**src/rtl/mips_cpu_muldiv_unit.sv**
```systemverilog
// Iterative radix-2 multiply/divide unit owning the MIPS HI/LO register pair (MULT/MULTU/DIV/DIVU/MTHI/MTLO).
// Latency: mul/div done WIDTH+2 cycles after the accepting edge; mthi/mtlo done one cycle after it.
// Backpressure: start is ignored while busy (no queuing); the CPU stalls HI/LO accesses while busy is high.
module mips_cpu_muldiv_unit #(
    parameter int WIDTH = 32
) (
    input  logic             clk,
    input  logic             reset,
    input  logic [5:0]       op,
    input  logic [WIDTH-1:0] a,
    input  logic [WIDTH-1:0] b,
    input  logic             start,
    output logic             busy,
    output logic             done,
    output logic             div_by_zero,
    output logic [WIDTH-1:0] hi,
    output logic [WIDTH-1:0] lo
);

    localparam int CW = $clog2(WIDTH);

    localparam logic [5:0] OP_MULT  = 6'b011000;
    localparam logic [5:0] OP_MULTU = 6'b011001;
    localparam logic [5:0] OP_DIV   = 6'b011010;
    localparam logic [5:0] OP_DIVU  = 6'b011011;
    localparam logic [5:0] OP_MTHI  = 6'b010001;
    localparam logic [5:0] OP_MTLO  = 6'b010011;

    typedef enum logic [1:0] {
        S_IDLE,
        S_MUL,
        S_DIV,
        S_FINISH
    } state_t;

    state_t             state_q, state_d;
    logic [CW-1:0]      cnt_q, cnt_d;
    // Multiply: {partial product, remaining multiplier bits}. Divide: low half holds dividend shifting into quotient.
    logic [2*WIDTH-1:0] acc_q, acc_d;
    logic [WIDTH-1:0]   rem_q, rem_d;      // restoring-division partial remainder
    logic [WIDTH-1:0]   opnd_q, opnd_d;    // multiplicand or divisor magnitude
    logic [WIDTH-1:0]   dvd_q, dvd_d;      // raw dividend, returned in HI on divide by zero
    logic               is_div_q, is_div_d;
    logic               neg_lo_q, neg_lo_d; // product sign, or quotient sign
    logic               neg_hi_q, neg_hi_d; // remainder sign (follows dividend)
    logic               bzero_q, bzero_d;
    logic [WIDTH-1:0]   hi_q, hi_d;
    logic [WIDTH-1:0]   lo_q, lo_d;
    logic               done_q, done_d;
    logic               dbz_q, dbz_d;

    logic               is_signed;
    logic [WIDTH-1:0]   mag_a, mag_b;
    logic [WIDTH:0]     mul_sum;
    logic [WIDTH:0]     div_shift;
    logic [WIDTH:0]     div_diff;
    logic [2*WIDTH-1:0] prod_fix;

    assign is_signed = (op == OP_MULT) || (op == OP_DIV);
    assign mag_a     = (is_signed && a[WIDTH-1]) ? -a : a;
    assign mag_b     = (is_signed && b[WIDTH-1]) ? -b : b;

    // One shift-add step: add multiplicand to the upper half when the current multiplier bit is set.
    assign mul_sum   = {1'b0, acc_q[2*WIDTH-1:WIDTH]} + (acc_q[0] ? {1'b0, opnd_q} : '0);

    // One restoring step: bring in the next dividend bit and try subtracting the divisor.
    // The shifted remainder is below 2*divisor, so bit WIDTH of the difference is its sign.
    assign div_shift = {rem_q, acc_q[WIDTH-1]};
    assign div_diff  = div_shift - {1'b0, opnd_q};

    assign prod_fix  = neg_lo_q ? -acc_q : acc_q;

    assign busy        = (state_q != S_IDLE);
    assign done        = done_q;
    assign div_by_zero = dbz_q;
    assign hi          = hi_q;
    assign lo          = lo_q;

    // State register; reset aborts any operation in flight and clears HI/LO.
    always_ff @(posedge clk or negedge reset) begin
        if (!reset) begin
            state_q  <= S_IDLE;
            cnt_q    <= '0;
            acc_q    <= '0;
            rem_q    <= '0;
            opnd_q   <= '0;
            dvd_q    <= '0;
            is_div_q <= 1'b0;
            neg_lo_q <= 1'b0;
            neg_hi_q <= 1'b0;
            bzero_q  <= 1'b0;
            hi_q     <= '0;
            lo_q     <= '0;
            done_q   <= 1'b0;
            dbz_q    <= 1'b0;
        end else begin
            state_q  <= state_d;
            cnt_q    <= cnt_d;
            acc_q    <= acc_d;
            rem_q    <= rem_d;
            opnd_q   <= opnd_d;
            dvd_q    <= dvd_d;
            is_div_q <= is_div_d;
            neg_lo_q <= neg_lo_d;
            neg_hi_q <= neg_hi_d;
            bzero_q  <= bzero_d;
            hi_q     <= hi_d;
            lo_q     <= lo_d;
            done_q   <= done_d;
            dbz_q    <= dbz_d;
        end
    end

    // Next-state, datapath iteration and HI/LO write-back.
    always_comb begin
        state_d  = state_q;
        cnt_d    = cnt_q;
        acc_d    = acc_q;
        rem_d    = rem_q;
        opnd_d   = opnd_q;
        dvd_d    = dvd_q;
        is_div_d = is_div_q;
        neg_lo_d = neg_lo_q;
        neg_hi_d = neg_hi_q;
        bzero_d  = bzero_q;
        hi_d     = hi_q;
        lo_d     = lo_q;
        done_d   = 1'b0;
        dbz_d    = dbz_q;

        case (state_q)
            S_IDLE: begin
                if (start) begin
                    case (op)
                        OP_MTHI: begin
                            hi_d   = a;
                            done_d = 1'b1;
                            dbz_d  = 1'b0;
                        end
                        OP_MTLO: begin
                            lo_d   = a;
                            done_d = 1'b1;
                            dbz_d  = 1'b0;
                        end
                        OP_MULT, OP_MULTU: begin
                            acc_d    = {{WIDTH{1'b0}}, mag_b};
                            opnd_d   = mag_a;
                            neg_lo_d = is_signed && (a[WIDTH-1] ^ b[WIDTH-1]);
                            neg_hi_d = 1'b0;
                            is_div_d = 1'b0;
                            bzero_d  = 1'b0;
                            cnt_d    = CW'(WIDTH - 1);
                            dbz_d    = 1'b0;
                            state_d  = S_MUL;
                        end
                        OP_DIV, OP_DIVU: begin
                            acc_d    = {{WIDTH{1'b0}}, mag_a};
                            opnd_d   = mag_b;
                            rem_d    = '0;
                            dvd_d    = a;
                            neg_lo_d = is_signed && (a[WIDTH-1] ^ b[WIDTH-1]);
                            neg_hi_d = is_signed && a[WIDTH-1];
                            is_div_d = 1'b1;
                            bzero_d  = (b == '0);
                            cnt_d    = CW'(WIDTH - 1);
                            dbz_d    = 1'b0;
                            state_d  = S_DIV;
                        end
                        default: ; // unknown function code: ignored entirely
                    endcase
                end
            end
            S_MUL: begin
                acc_d = {mul_sum, acc_q[WIDTH-1:1]};
                if (cnt_q == '0) state_d = S_FINISH;
                else             cnt_d   = cnt_q - 1'b1;
            end
            S_DIV: begin
                if (!div_diff[WIDTH]) begin
                    rem_d             = div_diff[WIDTH-1:0];
                    acc_d[WIDTH-1:0]  = {acc_q[WIDTH-2:0], 1'b1};
                end else begin
                    rem_d             = div_shift[WIDTH-1:0];
                    acc_d[WIDTH-1:0]  = {acc_q[WIDTH-2:0], 1'b0};
                end
                if (cnt_q == '0) state_d = S_FINISH;
                else             cnt_d   = cnt_q - 1'b1;
            end
            S_FINISH: begin
                if (is_div_q) begin
                    if (bzero_q) begin
                        lo_d  = '1;
                        hi_d  = dvd_q;
                        dbz_d = 1'b1;
                    end else begin
                        // -2^(W-1) / -1 lands here naturally: magnitude quotient 2^(W-1), positive sign.
                        lo_d = neg_lo_q ? -acc_q[WIDTH-1:0] : acc_q[WIDTH-1:0];
                        hi_d = neg_hi_q ? -rem_q : rem_q;
                    end
                end else begin
                    hi_d = prod_fix[2*WIDTH-1:WIDTH];
                    lo_d = prod_fix[WIDTH-1:0];
                end
                done_d  = 1'b1;
                state_d = S_IDLE;
            end
            default: state_d = S_IDLE;
        endcase
    end

endmodule

```
**config.mk**
```make
export PLATFORM = sky130hd
export DESIGN_NAME = mips_cpu_muldiv_unit
export DESIGN_NICKNAME = d
export VERILOG_FILES = /design/src/rtl/mips_cpu_muldiv_unit.sv
export SDC_FILE = /design/constraint.sdc
export NUM_CORES = 1
export LEC_CHECK = 0
export BUFFER_PORTS_ARGS = -buffer_cell sky130_fd_sc_hd__buf_4
export CAP_MARGIN = 10
export CORE_AREA = 5 5 254 256
export CTS_BUF_LIST = sky130_fd_sc_hd__clkbuf_4
export CTS_CLUSTER_SIZE = 8
export DETAILED_ROUTE_END_ITERATION = 8
export DIE_AREA = 0 0 259 261
export SLEW_MARGIN = 10
export SYNTH_ARGS = -nofsm -noshare
export SYNTH_HDL_FRONTEND = slang
export SYNTH_SLANG_ARGS = --single-unit
```
**constraint.sdc**
```tcl
create_clock -name clk -period 3.5 [get_ports clk]
set_input_delay 0.35 -clock clk [delete_from_list [all_inputs] [get_ports clk]]
set_output_delay 0.35 -clock clk [all_outputs]
set_load 0.02 [all_outputs]
```
==> impl_results.md <==
* Vias per inst at 5.446
* Cell taking the most area after synthesis: dfrtp_1
* Antenna violations before repair at 3
* Layout Skew at 0.04810 ns
* WP data arrival at 3.99 ns
* Post-synth top area share at 32.30%
* GR Util met3 at between 5 and 6%
* WL final at about 74000 µm
* Fmax at 0.3017 GHz
* Maximum clock insertion buffer count at 3
* Distinct cells, synth at 88
* Commonest non-fill, non-tap cell in the layout: nand2_1
* Starting density of the core at 29.49%
* Slew headroom at 20.15%
* DRC marker count from the first detailed-route iteration at roughly 2.1k
* Core region area at around 62000 µm²
* Post-synth EDFFs at 0
* Die Span X at 259 µm
* Routed len/inst at approximately 21 µm
* Slew Limit Fails at 0
* Sequential element share of the synthesized area at 32.30%
* Area of all placed cells without fillers at 22400 µm²
* Dpl cell area at 20920 µm²
* Die H at 261 µm
* Final hold vios at 0
* Num rows at 92
* Synth Net Count at 2464
* Fraction of registers with async set/reset at 100.0%
* Nets at 2702
* Post-Syn Area at about 18000 µm²
* Setup CP Type: reg2reg
* Cell total after placement at 3270
* Top FF cell, synth: dfrtp_1
* Hold WC Path Type: in2async
* # IOs at 140
* Period utilization at a little over nine tenths
* H-tree depth at 3
* Largest net degree at the start of global routing at 78
* Max_cap viols at 0
* Power Density at slightly above 900 nW/µm²
* Total CTS buffers at 70
* GRT Total Usage at 20.96%
* GR Overflow Total at 0
* TritonRoute pass-1 iters at 6
* Cell leakage power at 9.863 nW
* Status: finished, final reports clean
* Area delta synth->final at 21.99%
* Vias in the first global route at 17.18k
* Largest cells by area after synthesis: dfrtp_1 (32%), o21ai_0 (7.9%), nand2_1 (7.8%), xnor2_1 (5.3%), ha_1 (5.0%)
* Clock transition at path regs at 0.07 ns
* Element type at the critical path end: flip-flop
* Final setup fails at 0
* CTS Sinks at approximately 240
* Synth Instances at about 2.3k
* Seq cells post-synth at 237
* Layout cells sized above 1 at 15.72%
* M1 GR Usage at 29.24%
* Post-DP HPWL at between 50000 and 60000 µm
* Minimum clock period at 3.315 ns
* Worst skew pair latency at 0.81 ns
* Ys Warns at 0
* Finished Layout Cells at between 3k and 4k
* Die area at 67600 µm²
* Final Util at 35.97%
* Hold_ws at 0.08322 ns
* Met2 usage at 31.42%
* Remaining antenna violation count at 0
* Crit-path max FO at 6
* PortBufs at 139
* Gpl congestion at 0.9787
* CTS tree: yes
* DRC at 0
* Worst setup SP type: flip-flop
* Maximum resistive drop on vdd at ~0.34 mV
* First-pass GRT wire length at 109000 µm
* Synth Area per Inst at between 7 and 8 µm²
* Via Count at 18.76k
* Commonest non-fill, non-tap cells in the layout: nand2_1 (380), o21ai_0 (287), buf_4 (248)
* Clk root buf: clkbuf_4
* Slew @ Worst Pin at roughly 1.2 ns
* Busiest layer in global routing: met2
* Setup TNS at 0 ns
* Worst EP required at 4.17 ns
## synthesized netlist by cell type, drive strengths merged (12+ instances only)
cell type  count
a21o          19
a21oi        170
a22o          13
a22oi         23
and2          14
buf           17
clkbuf       123
dfrtp        237
ha            74
inv           74
mux2i         63
nand2        381
nand2b        32
nand3         30
nand4         13
nor2         140
nor3          34
nor3b         18
nor4          12
o211ai        23
o21a          13
o21ai        300
o22ai         46
o31ai         33
o41ai         22
or3           21
or4           22
xnor2        113
xor2          90
## power by group
group | internal, W | switching (W)
Combinational | 0.00505 | 0.00794
Clock | 0.00152 | 0.00133
Sequential | 0.00382 | 0.00119
Total | 0.0104 | 0.0105
## sequential cells by signal, indices dropped and copies added, names as in the netlist
name,flops
hi,32
state_q,2
rem_q,32
neg_hi_q,1
dvd_q,32
neg_lo_q,1
opnd_q,32
cnt_q,5
div_by_zero,1
is_div_q,1
lo,32
bzero_q,1
done,1
acc_q,64
## timing repair
action / in CTS / in global routing
endpoints found under the hold margin: 215 / 0
setup buffers: 0 / 8
gates resized for setup: 0 / 5
hold buffers: 49 / 0
endpoints found under the setup margin: 0 / 35
## critical path, cell delays in order (launching register included)
cell	delay, ns
dfrtp_1	0.41
inv_1	0.18
ha_1	0.22
or4b_1	0.51
or3_1	0.50
or2_2	0.36
o31ai_1	0.24
xor2_1	0.47
o211ai_1	0.13
o21ai_0	0.11
o21ai_1	0.08
## worst paths after layout
check	slack (ns)	start	cells past startpoint	endpoint
max	0.19	rem_q[0]	10	hi[20]
min reg2reg	0.48	opnd_q[14]	2	opnd_q[14]
min in group clk	0.09	b[22]	5	opnd_q[22]
max in group asynchronous	2.49	reset	3	lo[13]
min	0.08	reset	2	acc_q[60]
max reg2reg	0.19	rem_q[0]	10	hi[20]
## stage by stage
stage | worst slack [ns] | power (W)
5_1_grt | -0.008241 | 0.02224
2_1_floorplan | 0.3592 | 0.01289
3_3_place_gp | 0.1600 | 0.01754
3_5_place_dp | 0.03518 | 0.01758
4_1_cts | 0.04991 | 0.02052
6_report | 0.1852 | 0.02084
## logic make-up after synthesis
kind of cell,Yosys count,synth area share [%]
muxes,74,4.108
buffers and inverters,214,4.429
AOI/OAI and AO/OA,752,24.80
adders and majority gates,76,5.260
and+or+nand+nor,759,19.38
DFF,237,32.30
xor gates and xnor gates,203,9.723
## per-layer routing
metal / routed length, µm / up-vias / share of wire (%)
li1: - / 8790 / -
met1: 32160 / 8962 / 44
met2: 31840 / 867 / 43
met3: 6992 / 136 / 9.5
met4: 2778 / 0 / 3.8
met5: 0 / - / 0
## layout make-up
class / count / area [µm²]
fillers: 6476 / 39870
multi-input cells: 1864 / 11710
flip-flops and latches: 237 / 5933
repair buffers: 306 / 2527
well taps: 846 / 1059
clock buffers: 93 / 698.2
inverters: 74 / 277.8
clock inverters: 21 / 187.7
diodes: 3 / 7.507
Power figures use the tool's default switching activity.
